$ cat src/rtl/arc_micro_sequencer_pkg.sv
// Shared definitions for the ARC micro-sequencer: FSM states, branch condition codes,
// microinstruction field positions and the reset microaddress.
package arc_micro_sequencer_pkg;

    typedef enum logic [1:0] {
        S_RESET = 2'd0,
        S_FETCH = 2'd1,
        S_EXEC  = 2'd2,
        S_WAIT  = 2'd3
    } state_t;

    typedef enum logic [2:0] {
        COND_NEXT   = 3'd0,
        COND_JN     = 3'd1,
        COND_JZ     = 3'd2,
        COND_JV     = 3'd3,
        COND_JC     = 3'd4,
        COND_JIR13  = 3'd5,
        COND_JMP    = 3'd6,
        COND_DECODE = 3'd7
    } cond_t;

    // Microword layout, MSB first: A AMUX B BMUX C CMUX RD WR ALU COND JADDR
    localparam int MIR_A_HI     = 40;
    localparam int MIR_A_LO     = 35;
    localparam int MIR_AMUX     = 34;
    localparam int MIR_B_HI     = 33;
    localparam int MIR_B_LO     = 28;
    localparam int MIR_BMUX     = 27;
    localparam int MIR_C_HI     = 26;
    localparam int MIR_C_LO     = 21;
    localparam int MIR_CMUX     = 20;
    localparam int MIR_RD       = 19;
    localparam int MIR_WR       = 18;
    localparam int MIR_ALU_HI   = 17;
    localparam int MIR_ALU_LO   = 14;
    localparam int MIR_COND_HI  = 13;
    localparam int MIR_COND_LO  = 11;
    localparam int MIR_JADDR_HI = 10;
    localparam int MIR_JADDR_LO = 0;

    localparam logic [10:0] RESET_UADDR = 11'd0;

endpackage

$ cat src/rtl/arc_micro_sequencer_next_addr.sv
// Combinational next-microaddress selection from COND, PSR flags {n,z,v,c} and IR fields.
module arc_next_addr
    import arc_micro_sequencer_pkg::*;
#(
    parameter int AW = 11
) (
    input  logic [AW-1:0] upc,
    input  logic [2:0]    cond,
    input  logic [AW-1:0] jaddr,
    input  logic [3:0]    flags,
    input  logic [1:0]    ir_op,
    input  logic [5:0]    ir_op3,
    input  logic          ir_bit13,
    output logic [AW-1:0] next_addr
);

    logic [AW-1:0] seq_addr;
    logic          take;

    // Sequential successor wraps naturally at the top of the microstore
    assign seq_addr = upc + 1'b1;

    always_comb begin
        take      = 1'b0;
        next_addr = seq_addr;
        case (cond_t'(cond))
            COND_NEXT:   take = 1'b0;
            COND_JN:     take = flags[3];
            COND_JZ:     take = flags[2];
            COND_JV:     take = flags[1];
            COND_JC:     take = flags[0];
            COND_JIR13:  take = ir_bit13;
            COND_JMP:    take = 1'b1;
            COND_DECODE: next_addr = AW'({1'b1, ir_op, ir_op3, 2'b00});
            default:     take = 1'b0;
        endcase
        if (take) begin
            next_addr = jaddr;
        end
    end

endmodule

$ cat src/rtl/arc_micro_sequencer.sv
// ARC micro-sequencer: fetch/execute/wait FSM around an external microcode ROM.
// Optional single-step control is enabled by defining MSEQ_STEP_EN.
module arc_micro_sequencer
    import arc_micro_sequencer_pkg::*;
#(
    parameter int ROM_BUS_In  = 11,
    parameter int ROM_BUS_Out = 41
) (
    input  logic                   MSEQ_CLOCK_50,
    input  logic                   MSEQ_RESET_InHigh,
    output logic [ROM_BUS_In-1:0]  MSEQ_RomAddr_Out,
    input  logic [ROM_BUS_Out-1:0] MSEQ_RomData_In,
    input  logic [31:0]            MSEQ_IR_In,
    input  logic [3:0]             MSEQ_Flags_In,
    input  logic                   MSEQ_MemAck_In,
`ifdef MSEQ_STEP_EN
    input  logic                   MSEQ_Step_In,
`endif
    output logic [ROM_BUS_Out-1:0] MSEQ_MIR_Out,
    output logic                   MSEQ_MIRValid_Out
);

    state_t                  state_q, state_d;
    logic [ROM_BUS_In-1:0]   upc_q, upc_d;
    logic [ROM_BUS_In-1:0]   wait_addr_q;
    logic [ROM_BUS_Out-1:0]  mir_q;
    logic [ROM_BUS_In-1:0]   next_addr;
    logic                    mir_load;
    logic                    wait_load;
    logic                    fetch_go;
    logic                    mem_req;

`ifdef MSEQ_STEP_EN
    assign fetch_go = MSEQ_Step_In;
`else
    assign fetch_go = 1'b1;
`endif

    // RD and WR together still form a single memory access
    assign mem_req = mir_q[MIR_RD] | mir_q[MIR_WR];

    arc_next_addr #(
        .AW(ROM_BUS_In)
    ) u_next_addr (
        .upc       (upc_q),
        .cond      (mir_q[MIR_COND_HI:MIR_COND_LO]),
        .jaddr     (mir_q[MIR_JADDR_HI:MIR_JADDR_LO]),
        .flags     (MSEQ_Flags_In),
        .ir_op     (MSEQ_IR_In[31:30]),
        .ir_op3    (MSEQ_IR_In[24:19]),
        .ir_bit13  (MSEQ_IR_In[13]),
        .next_addr (next_addr)
    );

    always_comb begin
        state_d           = state_q;
        upc_d             = upc_q;
        mir_load          = 1'b0;
        wait_load         = 1'b0;
        MSEQ_MIRValid_Out = 1'b0;
        case (state_q)
            S_RESET: begin
                upc_d   = ROM_BUS_In'(RESET_UADDR);
                state_d = S_FETCH;
            end
            S_FETCH: begin
                if (fetch_go) begin
                    mir_load = 1'b1;
                    state_d  = S_EXEC;
                end
            end
            S_EXEC: begin
                MSEQ_MIRValid_Out = 1'b1;
                // Branch decision is frozen here so flag/IR changes while waiting cannot alter it
                if (mem_req) begin
                    wait_load = 1'b1;
                    state_d   = S_WAIT;
                end else begin
                    upc_d   = next_addr;
                    state_d = S_FETCH;
                end
            end
            S_WAIT: begin
                if (MSEQ_MemAck_In) begin
                    upc_d   = wait_addr_q;
                    state_d = S_FETCH;
                end
            end
            default: state_d = S_RESET;
        endcase
    end

    always_ff @(posedge MSEQ_CLOCK_50 or posedge MSEQ_RESET_InHigh) begin
        if (MSEQ_RESET_InHigh) begin
            state_q     <= S_RESET;
            upc_q       <= ROM_BUS_In'(RESET_UADDR);
            wait_addr_q <= ROM_BUS_In'(RESET_UADDR);
            mir_q       <= '0;
        end else begin
            state_q <= state_d;
            upc_q   <= upc_d;
            if (wait_load) begin
                wait_addr_q <= next_addr;
            end
            if (mir_load) begin
                mir_q <= MSEQ_RomData_In;
            end
        end
    end

    assign MSEQ_RomAddr_Out = upc_q;
    assign MSEQ_MIR_Out     = mir_q;

endmodule

$ cat config.mk
export PLATFORM = sky130hd
export DESIGN_NAME = arc_micro_sequencer
export DESIGN_NICKNAME = d
export VERILOG_FILES = /design/src/rtl/arc_micro_sequencer_pkg.sv /design/src/rtl/arc_micro_sequencer_next_addr.sv /design/src/rtl/arc_micro_sequencer.sv
export SDC_FILE = /design/constraint.sdc
export NUM_CORES = 1
export LEC_CHECK = 0
export ABC_AREA = 0
export CAP_MARGIN = 20
export CORE_MARGIN = 3
export CORE_UTILIZATION = 47
export CTS_BUF_LIST = sky130_fd_sc_hd__clkbuf_4
export CTS_CLUSTER_DIAMETER = 30
export DETAILED_ROUTE_END_ITERATION = 10
export GPL_ROUTABILITY_DRIVEN = 0
export PLACE_DENSITY = 0.85
export REMOVE_ABC_BUFFERS = 1
export SKIP_CTS_REPAIR_TIMING = 1
export SYNTH_ARGS = -nofsm -noshare
export SYNTH_HDL_FRONTEND = slang
export SYNTH_SLANG_ARGS = --single-unit
$ cat constraint.sdc
create_clock -name MSEQ_CLOCK_50 -period 4.4 [get_ports MSEQ_CLOCK_50]
set_input_delay 0.44 -clock MSEQ_CLOCK_50 [delete_from_list [all_inputs] [get_ports MSEQ_CLOCK_50]]
set_output_delay 0.44 -clock MSEQ_CLOCK_50 [all_outputs]
set_load 0.005 [all_outputs]
# --- After elaboration in Yosys (flattened, before gate mapping) ---
# Index checks and enable logic that the tools add are counted.
word_totals:
  reg_bits: 65
  inputBits: 80
  out_inout_bits: 53
classes:
  n_addsub: 1
  n_eq_ne: 12
  n_mux: 13
  bitwise_logic: 1
  n_reduce_logical: 3
ops:
  columns: ["operator", "n"]
  rows:
  - ["2-to-1 mux 11 bit", 4]
  - ["case mux 11 bit (3 select lines)", 1]
  - ["equality test 3 bit, second input constant", 4]
  - ["adder 11 x 1 -> 11 bit, second input constant", 1]
  - ["case mux 2 bit (4 select lines)", 1]
  - ["equality test 3 x 2 -> 1 bit, second input constant", 2]
  - ["case mux 1 bit (6 select lines)", 1]
  - ["equality test 2 bit, second input constant", 2]
  - ["2-to-1 mux 1 bit", 4]
  - ["2-to-1 mux 2 bit", 2]
  - ["inequality test 2 bit, second input constant", 2]
  - ["equality test 3 x 1 -> 1 bit, second input constant", 1]
  - ["AND reduction 3 bit", 1]
  - ["nonzero test 3 bit", 1]
  - ["equality test 2 x 1 -> 1 bit, second input constant", 1]
  - ["logical NOT 2 bit", 1]
  - ["OR 1 bit", 1]

# --- Depth between registers and ports, before layout ---
# Gate-level depths: netlist of run 1.
logic_depth:
  depth_word: 5
  ltp_mapped: 10

# --- Modules after synthesis ---
# A second synthesis of run 1 with hierarchy kept.
unflattened:
  cells_unflattened: 235
  area_unflattened_um2: 3098.0
modules_own_cells:
  columns: ["module", "instances", "cells_per_inst", "area_per_inst_um2", "seq_area_each_um2"]
  rows:
  - ["arc_micro_sequencer", 1, 168, 2647.5, 1626.6]
  - ["arc_next_addr", 1, 67, 450.4, 0.0]

# --- Least setup slack after synthesis of run 1 ---
# Ideal clock, no wire load.
synth_path:
  path_type: "register -> register"
  startpoint: "reg state_q[0]"
  endpoint: "reg upc_q[7] (netlist: MSEQ_RomAddr_Out[7])"
  arrival_ns: 1.919
  t_required_ns: 4.320
  setup_slack_ns: 2.401
  path_stages_with_launch: 10
  path_cell_list: "dfrtp_1 > inv_1 > ha_1 > buf_2 > o21a_1 > buf_2 > nor3_2 > buf_4 > o21ai_0 > a31oi_4"
synth_between:
  elab_chain_len: 3
synth_rtl:
  columns: ["element", "line", "source"]
  rows:
  - ["start: declaration", "arc_micro_sequencer.sv:23", "state_t state_q, state_d;"]
  - ["start signal: assignment", "arc_micro_sequencer.sv:100", "state_q <= state_d;"]
  - ["equality test 2 bit / logical NOT 2 bit (equally long branches)", "arc_micro_sequencer.sv:61", "case (state_q)"]
  - ["inequality test 2 bit (no line) / nonzero test 3 bit (equally long branches)", null, null]
  - ["AND reduction 3 bit (no line)", null, null]
  - ["end signal: assignment", "arc_micro_sequencer.sv:96", "upc_q <= ROM_BUS_In'(RESET_UADDR);"]
  - ["end signal: assignment", "arc_micro_sequencer.sv:101", "upc_q <= upc_d;"]
  - ["end: declaration", "arc_micro_sequencer.sv:24", "logic [ROM_BUS_In-1:0] upc_q, upc_d;"]
# Parallel ways exist; a longest one is shown, timed or not.
# A chain may end at the register's enable or synchronous reset.

# --- Worst setup path in the final report of run 1 ---
layout_path:
  startpoint: "reg state_q[0]"
  endpoint: "out MSEQ_MIRValid_Out"
layout_between:
  elab_chain_len: 2
layout_rtl:
  columns: ["element", "line", "source"]
  rows:
  - ["equality test 2 bit", "arc_micro_sequencer.sv:61", null]
  - ["2-to-1 mux 1 bit", "arc_micro_sequencer.sv:61", null]
  - ["end: declaration", "arc_micro_sequencer.sv:20", "output logic MSEQ_MIRValid_Out"]
# Every way passes these cells.

==> impl_metrics.py, run 1 <==
metrics = {
    "cells_and_area": {
        "final_util": 0.694,
        "num-nets-final": 471,
        "finish.cell_count_without_fillers": 468,
        "antennaDiodeCount": 0,
        "growth_of_design_area_from_synthesis_to_finish_pct": 42.5,
        "fraction_of_final_layout_cells_sized_beyond_drive_strength_1": 0.174,
    },
    "global_route": {
        "grt_antenna_before_repair": 0,
        "grt_overflow": 0,
        "number_of_global_route_vias_before_repair": 2644,
        "track_usage": 0.210,
        "wire_length_of_the_first_global_routing_pass_mm": 12.4,
        "grt_max_degree": 49,
    },
    "yosys": {
        "synthMostInstantiatedCell": "sky130_fd_sc_hd__dfrtp_1",
        "async_reset_ff_frac": 1.00,
        "yosysTopAreaCell": "sky130_fd_sc_hd__dfrtp_1",
        "count_of_mapped_cells_out_of_synthesis": 279,
        "synth.distinct_cells": 42,
        "top_cells_by_count_synth": "sky130_fd_sc_hd__dfrtp_1 (65), sky130_fd_sc_hd__mux2_2 (39), sky130_fd_sc_hd__nand2_1 (31), sky130_fd_sc_hd__o21ai_0 (14), sky130_fd_sc_hd__nor2_1 (13)",
        "synth-seq-area-share": 0.523,
        "yosysWarningCount": 0,
        "yosys.area.top_type_share": 0.523,
        "synth_enable_flop_cells": 0,
        "synth_area_per_cell_um2": 11.1,
        "mappedNetlistArea_um2": 3110,
        "number_of_synthesized_register_bits": 65,
        "synth-main-ff-cell": "sky130_fd_sc_hd__dfrtp_1",
        "synth.top_cells.by_area": "sky130_fd_sc_hd__dfrtp_1 (52%), sky130_fd_sc_hd__mux2_2 (14%), sky130_fd_sc_hd__nand2_1 (3.7%)",
    },
    "clock_network": {
        "tritoncts": "yes",
        "cts-buffers-inserted": 9,
        "numClockSinks": 65,
        "cts_buffer_depth": 2,
        "cts.root.buffer_cell": "sky130_fd_sc_hd__clkbuf_4",
        "clk_transition_reported_paths_ps": 130,
        "h-tree-depth": 3,
        "clk_latency_ps": 420,
    },
    "critical_path": {
        "crit_start": "state_q[0]$_DFFE_PP0P_",
        "critical_path.startpoint_type": "flip-flop",
        "crit_chain": "inv_1, ha_1, clkdlybuf4s50_1",
        "critical_path_required_ps": 3960,
        "crit_path_max_delay_cell_type": "sky130_fd_sc_hd__clkdlybuf4s50_1",
        "endpoint": "MSEQ_MIRValid_Out",
        "worstSetupEndpointType": "output port",
        "path_max_fanout": 11,
        "path_class": "reg2out",
        "regToRegStartpoint": "state_q[0]$_DFFE_PP0P_",
        "r2r_end": "MSEQ_RomAddr_Out[9]$_DFFE_PP0P_",
        "reg2reg_slack_ps": 2080,
        "crit_path_dat_ps": 1970,
        "cpPeakStageDelay_ps": 590,
        "ff2ff_path_depth": 6,
    },
    "power": {
        "irDropWorstVdd_uv": 527,
        "power_density_nw_per_um2": 766,
        "p_int_mw": 2.18,
        "clock_power_share": 0.152,
        "leakagePower_nw": 1.84,
        "power.combinational.fraction": 0.505,
        "sw_frac_of_total": 0.359,
        "p_seq_frac": 0.343,
        "power.switching_mw": 1.22,
    },
    "sta": {
        "portion_of_the_clock_cycle_consumed_by_the_worst_path_in_the_final_layout": 0.547,
        "fin_worst_hold_slack_ps": 344,
        "clock-skew-final_ps": 15.5,
        "clock.fmax_mhz": 416,
        "tightest_slew_ps": 1030,
        "report.final.setup_viol": 0,
        "rsz0062_at_grt": "no",
        "setup_tns_ps": 0,
        "slew_headroom": 0.314,
        "report.final.slew_viol_count": 0,
        "timing_hold_violations_final": 0,
        "period_needed_ps": 2410,
    },
    "floorplanning": {
        "die_w_um": 87.4,
        "placement_rows": 29,
        "floorplan.io_pins": 133,
        "placeableCoreArea_um2": 6390,
        "initial_utilization": 0.487,
        "fp.dieH_um": 87.4,
        "dieArea_um2": 7630,
    },
    "placement": {
        "io_buffer_count": 109,
        "post-dp-hpwl_mm": 5.51,
        "place.detailed.instances": 450,
    },
    "drt": {
        "drcViolationCount": 0,
        "vias": 2537,
        "avgRoutedWirePerCell_um": 16.8,
        "drt-initial-drc-count": 127,
        "routed_wl_mm": 7.87,
        "drt_first_pass_iters": 4,
        "postRouteAntennaNets": 0,
        "vias_per_cell": 5.42,
    },
    "run": {
        "cap_viol_max_count": 0,
    },
    "hold_path": {
        "timing.hold.worst.class": "in2async",
    },
    "status": {
        "status": "finished, final reports clean",
    },
}
## final cells by class
class,count,area (µm²)
clock buffers,9,67.6
flip-flops and latches,65,1630
multi-input cells,190,1360
repair buffers,113,1130
inverters,7,26.3
fillers,465,1950
well taps,77,96.3
clock inverters,7,118
## power by group through the flow
| stage | Clock (mW) | Combinational (mW) | Sequential (mW) |
|---|---|---|---|
| floorplan | 0 | 0.935 | 1.14 |
| global placement | 0 | 1.67 | 1.15 |
| detailed placement | 0 | 1.72 | 1.17 |
| CTS | 0.525 | 1.73 | 1.16 |
| global route | 0.546 | 1.89 | 1.21 |
| finish | 0.518 | 1.71 | 1.16 |
## placed cells by master (no fill, tap or decap), types with 3 or more instances in the layout
| master | instances |
|---|---|
| sky130_fd_sc_hd__o21ai_1 | 7 |
| sky130_fd_sc_hd__buf_4 | 3 |
| sky130_fd_sc_hd__clkdlybuf4s50_1 | 109 |
| sky130_fd_sc_hd__xor2_1 | 4 |
| sky130_fd_sc_hd__nor2_1 | 13 |
| sky130_fd_sc_hd__clkbuf_4 | 9 |
| sky130_fd_sc_hd__bufinv_16 | 3 |
| sky130_fd_sc_hd__o31ai_1 | 3 |
| sky130_fd_sc_hd__nand2b_1 | 3 |
| sky130_fd_sc_hd__nand3_1 | 9 |
| sky130_fd_sc_hd__o21ai_0 | 14 |
| sky130_fd_sc_hd__o211ai_1 | 3 |
| sky130_fd_sc_hd__nand2_1 | 31 |
| sky130_fd_sc_hd__mux2i_1 | 8 |
| sky130_fd_sc_hd__a21oi_1 | 10 |
| sky130_fd_sc_hd__ha_1 | 4 |
| sky130_fd_sc_hd__mux2_2 | 39 |
| sky130_fd_sc_hd__inv_1 | 6 |
| sky130_fd_sc_hd__a31oi_1 | 4 |
| sky130_fd_sc_hd__o22ai_1 | 9 |
| sky130_fd_sc_hd__dfrtp_1 | 65 |
## kinds of logic after synthesis
kind of cell,count (synthesis),synth area share
AO/OA/AOI/OAI,60,0.123
XOR/XNOR,6,0.0169
adder cells (fa/ha/maj),5,0.0201
buffers and inverters,24,0.0394
flip-flops,65,0.523
multiplexers,48,0.172
AND/OR/NAND/NOR,71,0.106
## worst min path at each step
stage	endpoint	from	depth (start not counted)
6_report	MSEQ_MIR_Out[29]$_DFFE_PP0N_	MSEQ_RESET_InHigh	2
4_1_cts	wait_addr_q[1]$_DFFE_PP0P_	wait_addr_q[1]$_DFFE_PP0P_	2
3_5_place_dp	wait_addr_q[1]$_DFFE_PP0P_	wait_addr_q[1]$_DFFE_PP0P_	2
3_3_place_gp	wait_addr_q[0]$_DFFE_PP0P_	wait_addr_q[0]$_DFFE_PP0P_	2
2_1_floorplan	wait_addr_q[0]$_DFFE_PP0P_	wait_addr_q[0]$_DFFE_PP0P_	2
5_1_grt	MSEQ_MIR_Out[20]$_DFFE_PP0N_	MSEQ_RESET_InHigh	2
## registers in the layout, indices dropped and copies added (netlist names)
| register | flops |
|---|---|
| state_q | 2 |
| MSEQ_RomAddr_Out | 11 |
| MSEQ_MIR_Out | 41 |
| wait_addr_q | 11 |
## through the flow
stage	power, mW	setup slack, ps	cell area, µm²
final	3.40	1990	4430
after global routing	3.64	1900	4430
after CTS	3.41	1960	4400
after detailed placement	2.89	2020	4220
after global placement	2.81	2040	4220
after floorplan	2.08	2260	3010
## routing by layer
| metal | vias to the layer above | GRT usage | routed length (µm) |
|---|---|---|---|
| li1 | 1215 | - | - |
| met1 | 1202 | 0.250 | 3190 |
| met2 | 106 | 0.337 | 3730 |
| met3 | 14 | 0.100 | 835 |
| met4 | 0 | 0.0669 | 115 |
| met5 | - | 0 | 0 |
## worst max-delay path, delay by kind of cell (launching register included)
family / cells / cell delay [ps]
fa+ha+maj: 1 / 430
buf+inv: 2 / 670
flops: 1 / 450
Power figures use the tool's default switching activity.
==> run 2, diff against run 1 <==
--- a/config.mk
+++ b/config.mk
@@ -8,12 +8,12 @@
 export ABC_AREA = 0
 export CAP_MARGIN = 20
 export CORE_MARGIN = 3
-export CORE_UTILIZATION = 47
+export CORE_UTILIZATION = 40
 export CTS_BUF_LIST = sky130_fd_sc_hd__clkbuf_4
 export CTS_CLUSTER_DIAMETER = 30
 export DETAILED_ROUTE_END_ITERATION = 10
 export GPL_ROUTABILITY_DRIVEN = 0
-export PLACE_DENSITY = 0.85
+export PLACE_DENSITY = 0.76
 export REMOVE_ABC_BUFFERS = 1
 export SKIP_CTS_REPAIR_TIMING = 1
 export SYNTH_ARGS = -nofsm -noshare
==> constraint.sdc (replaced) <==
create_clock -name MSEQ_CLOCK_50 -period 2 [get_ports MSEQ_CLOCK_50]
set_input_delay 0.2 -clock MSEQ_CLOCK_50 [delete_from_list [all_inputs] [get_ports MSEQ_CLOCK_50]]
set_output_delay 0.2 -clock MSEQ_CLOCK_50 [all_outputs]
set_load 0.005 [all_outputs]
==> impl_metrics.py, run 2 (same netlist as run 1, synthesis figures left out) <==
metrics = {
    "cells_and_area": {
        "num-nets-final": 485,
        "layout_common_cells": "sky130_fd_sc_hd__clkdlybuf4s50_1 (109), sky130_fd_sc_hd__dfrtp_1 (64), sky130_fd_sc_hd__mux2_2 (39)",
        "largest_register_ff_count": 41,
        "final_util": 0.616,
        "growth_of_design_area_from_synthesis_to_finish_pct": 46.7,
        "layout_commonest_cell": "sky130_fd_sc_hd__clkdlybuf4s50_1",
        "fraction_of_final_layout_cells_sized_beyond_drive_strength_1": 0.205,
        "antennaDiodeCount": 0,
        "finish.cell_count_without_fillers": 504,
    },
    "drt": {
        "routed_wl_mm": 8.26,
        "drt-initial-drc-count": 139,
        "postRouteAntennaNets": 0,
        "vias_per_cell": 5.21,
        "avgRoutedWirePerCell_um": 16.4,
        "vias": 2625,
        "drcViolationCount": 0,
        "drt_first_pass_iters": 4,
    },
    "run": {
        "cap_viol_max_count": 0,
    },
    "critical_path": {
        "ff2ff_path_depth": 6,
        "crit_chain": "inv_1, ha_1, buf_6, clkdlybuf4s50_1",
        "r2r_end": "MSEQ_RomAddr_Out[5]$_DFFE_PP0P_",
        "crit_path_max_delay_cell_type": "sky130_fd_sc_hd__clkdlybuf4s50_1",
        "cpPeakStageDelay_ps": 500,
        "reg2reg_slack_ps": 160,
        "critical_path_required_ps": 1800,
        "crit_path_dat_ps": 1710,
        "worstSetupEndpointType": "output port",
        "path_class": "reg2out",
        "critical_path.startpoint_type": "flip-flop",
        "crit_start": "state_q[0]$_DFFE_PP0P_",
        "path_max_fanout": 4,
        "regToRegStartpoint": "MSEQ_MIR_Out[13]$_DFFE_PP0N_",
    },
    "sta": {
        "report.final.slew_viol_count": 0,
        "setup_tns_ps": 0,
        "portion_of_the_clock_cycle_consumed_by_the_worst_path_in_the_final_layout": 0.955,
        "period_needed_ps": 1910,
        "clock-skew-final_ps": 15.1,
        "clock.fmax_mhz": 524,
        "tightest_slew_ps": 600,
        "fin_worst_hold_slack_ps": 141,
        "slew_headroom": 0.597,
        "timing_hold_violations_final": 0,
        "report.final.setup_viol": 0,
        "finalWorstSetupSlack_ps": 90.5,
    },
    "global_route": {
        "grt_max_degree": 25,
        "wire_length_of_the_first_global_routing_pass_mm": 13.9,
        "number_of_global_route_vias_before_repair": 2864,
        "grt_antenna_before_repair": 0,
        "grt_overflow": 0,
        "track_usage": 0.202,
    },
    "floorplanning": {
        "die_w_um": 94.2,
        "placeableCoreArea_um2": 7410,
        "initial_utilization": 0.420,
        "floorplan.io_pins": 133,
        "fp.dieH_um": 94.2,
        "dieArea_um2": 8870,
        "placement_rows": 31,
    },
    "clock_network": {
        "clk_latency_ps": 410,
        "cts.root.buffer_cell": "sky130_fd_sc_hd__clkbuf_4",
        "clk_transition_reported_paths_ps": 120,
        "h-tree-depth": 3,
        "cts_buffer_depth": 2,
        "cts-buffers-inserted": 9,
        "tritoncts": "yes",
        "numClockSinks": 65,
    },
    "power": {
        "power.switching_mw": 2.74,
        "sw_frac_of_total": 0.365,
        "leakagePower_nw": 1.89,
        "p_seq_frac": 0.339,
        "irDropWorstVdd_uv": 771,
        "p_int_mw": 4.77,
        "power_density_nw_per_um2": 1650,
        "power.combinational.fraction": 0.544,
        "clock_power_share": 0.117,
    },
    "placement": {
        "place.detailed.instances": 484,
        "place_ws_ps": 26.0,
        "post-dp-hpwl_mm": 6.06,
        "io_buffer_count": 109,
    },
    "status": {
        "status": "finished, final reports clean",
    },
    "hold_path": {
        "timing.hold.worst.class": "in2async",
    },
}
==> run 2: changes by cell type in the layout (fill, tap and decap cells not counted), sizes merged <==
cell / delta
inv: -1
clkbuf: +1
bufinv: -2
clkinv: +1
clkinvlp: +1
buf: +14
==> run 2: worst max-delay path by stage <==
stage                                                 end  depth (start not counted)
after global placement    MSEQ_RomAddr_Out[2]$_DFFE_PP0P_                          7
after CTS                               MSEQ_MIRValid_Out                          4
after floorplan           MSEQ_RomAddr_Out[7]$_DFFE_PP0P_                          6
after global routing                    MSEQ_MIRValid_Out                          4
final                                   MSEQ_MIRValid_Out                          4
after detailed placement  MSEQ_RomAddr_Out[2]$_DFFE_PP0P_                          7
==> run 2: worst max-delay path, delay by kind of cell, from the launching register on <==
family / cells / cell delay, ps
fa+ha+maj: 1 / 180
buf+inv: 3 / 690
flops: 1 / 430
==> run 2: metrics by stage <==
step	area [µm²]	power, mW
after CTS	4520	7.53
after detailed placement	4390	6.62
after global routing	4560	8.13
after floorplan	3010	4.57
final	4560	7.51
after global placement	4390	6.46
==> run 2: cell type report <==
type,instances,area (µm²)
multi-input combinational,190,1370
inverter,7,26.3
timing repair buffer,127,1280
tap,99,124
sequential,65,1630
clock buffer,10,75.1
clock inverter,6,58.8
fill,622,2840
==> run 2: layer usage <==
layer	wire, µm	global-route usage	vias to the layer above
li1	-	-	1235
met1	3450	0.244	1264
met2	3830	0.313	112
met3	826	0.0793	14
met4	155	0.0987	0
met5	0	0	-
==> run 2: power groups by stage <==
stage                     Combinational [mW]  Clock, mW  Sequential [mW]
after floorplan                         2.06          0             2.51
after global placement                  3.94          0             2.53
after detailed placement                4.04          0             2.58
after CTS                               4.06      0.906             2.56
after global routing                    4.50      0.964             2.66
final                                   4.09      0.881             2.55
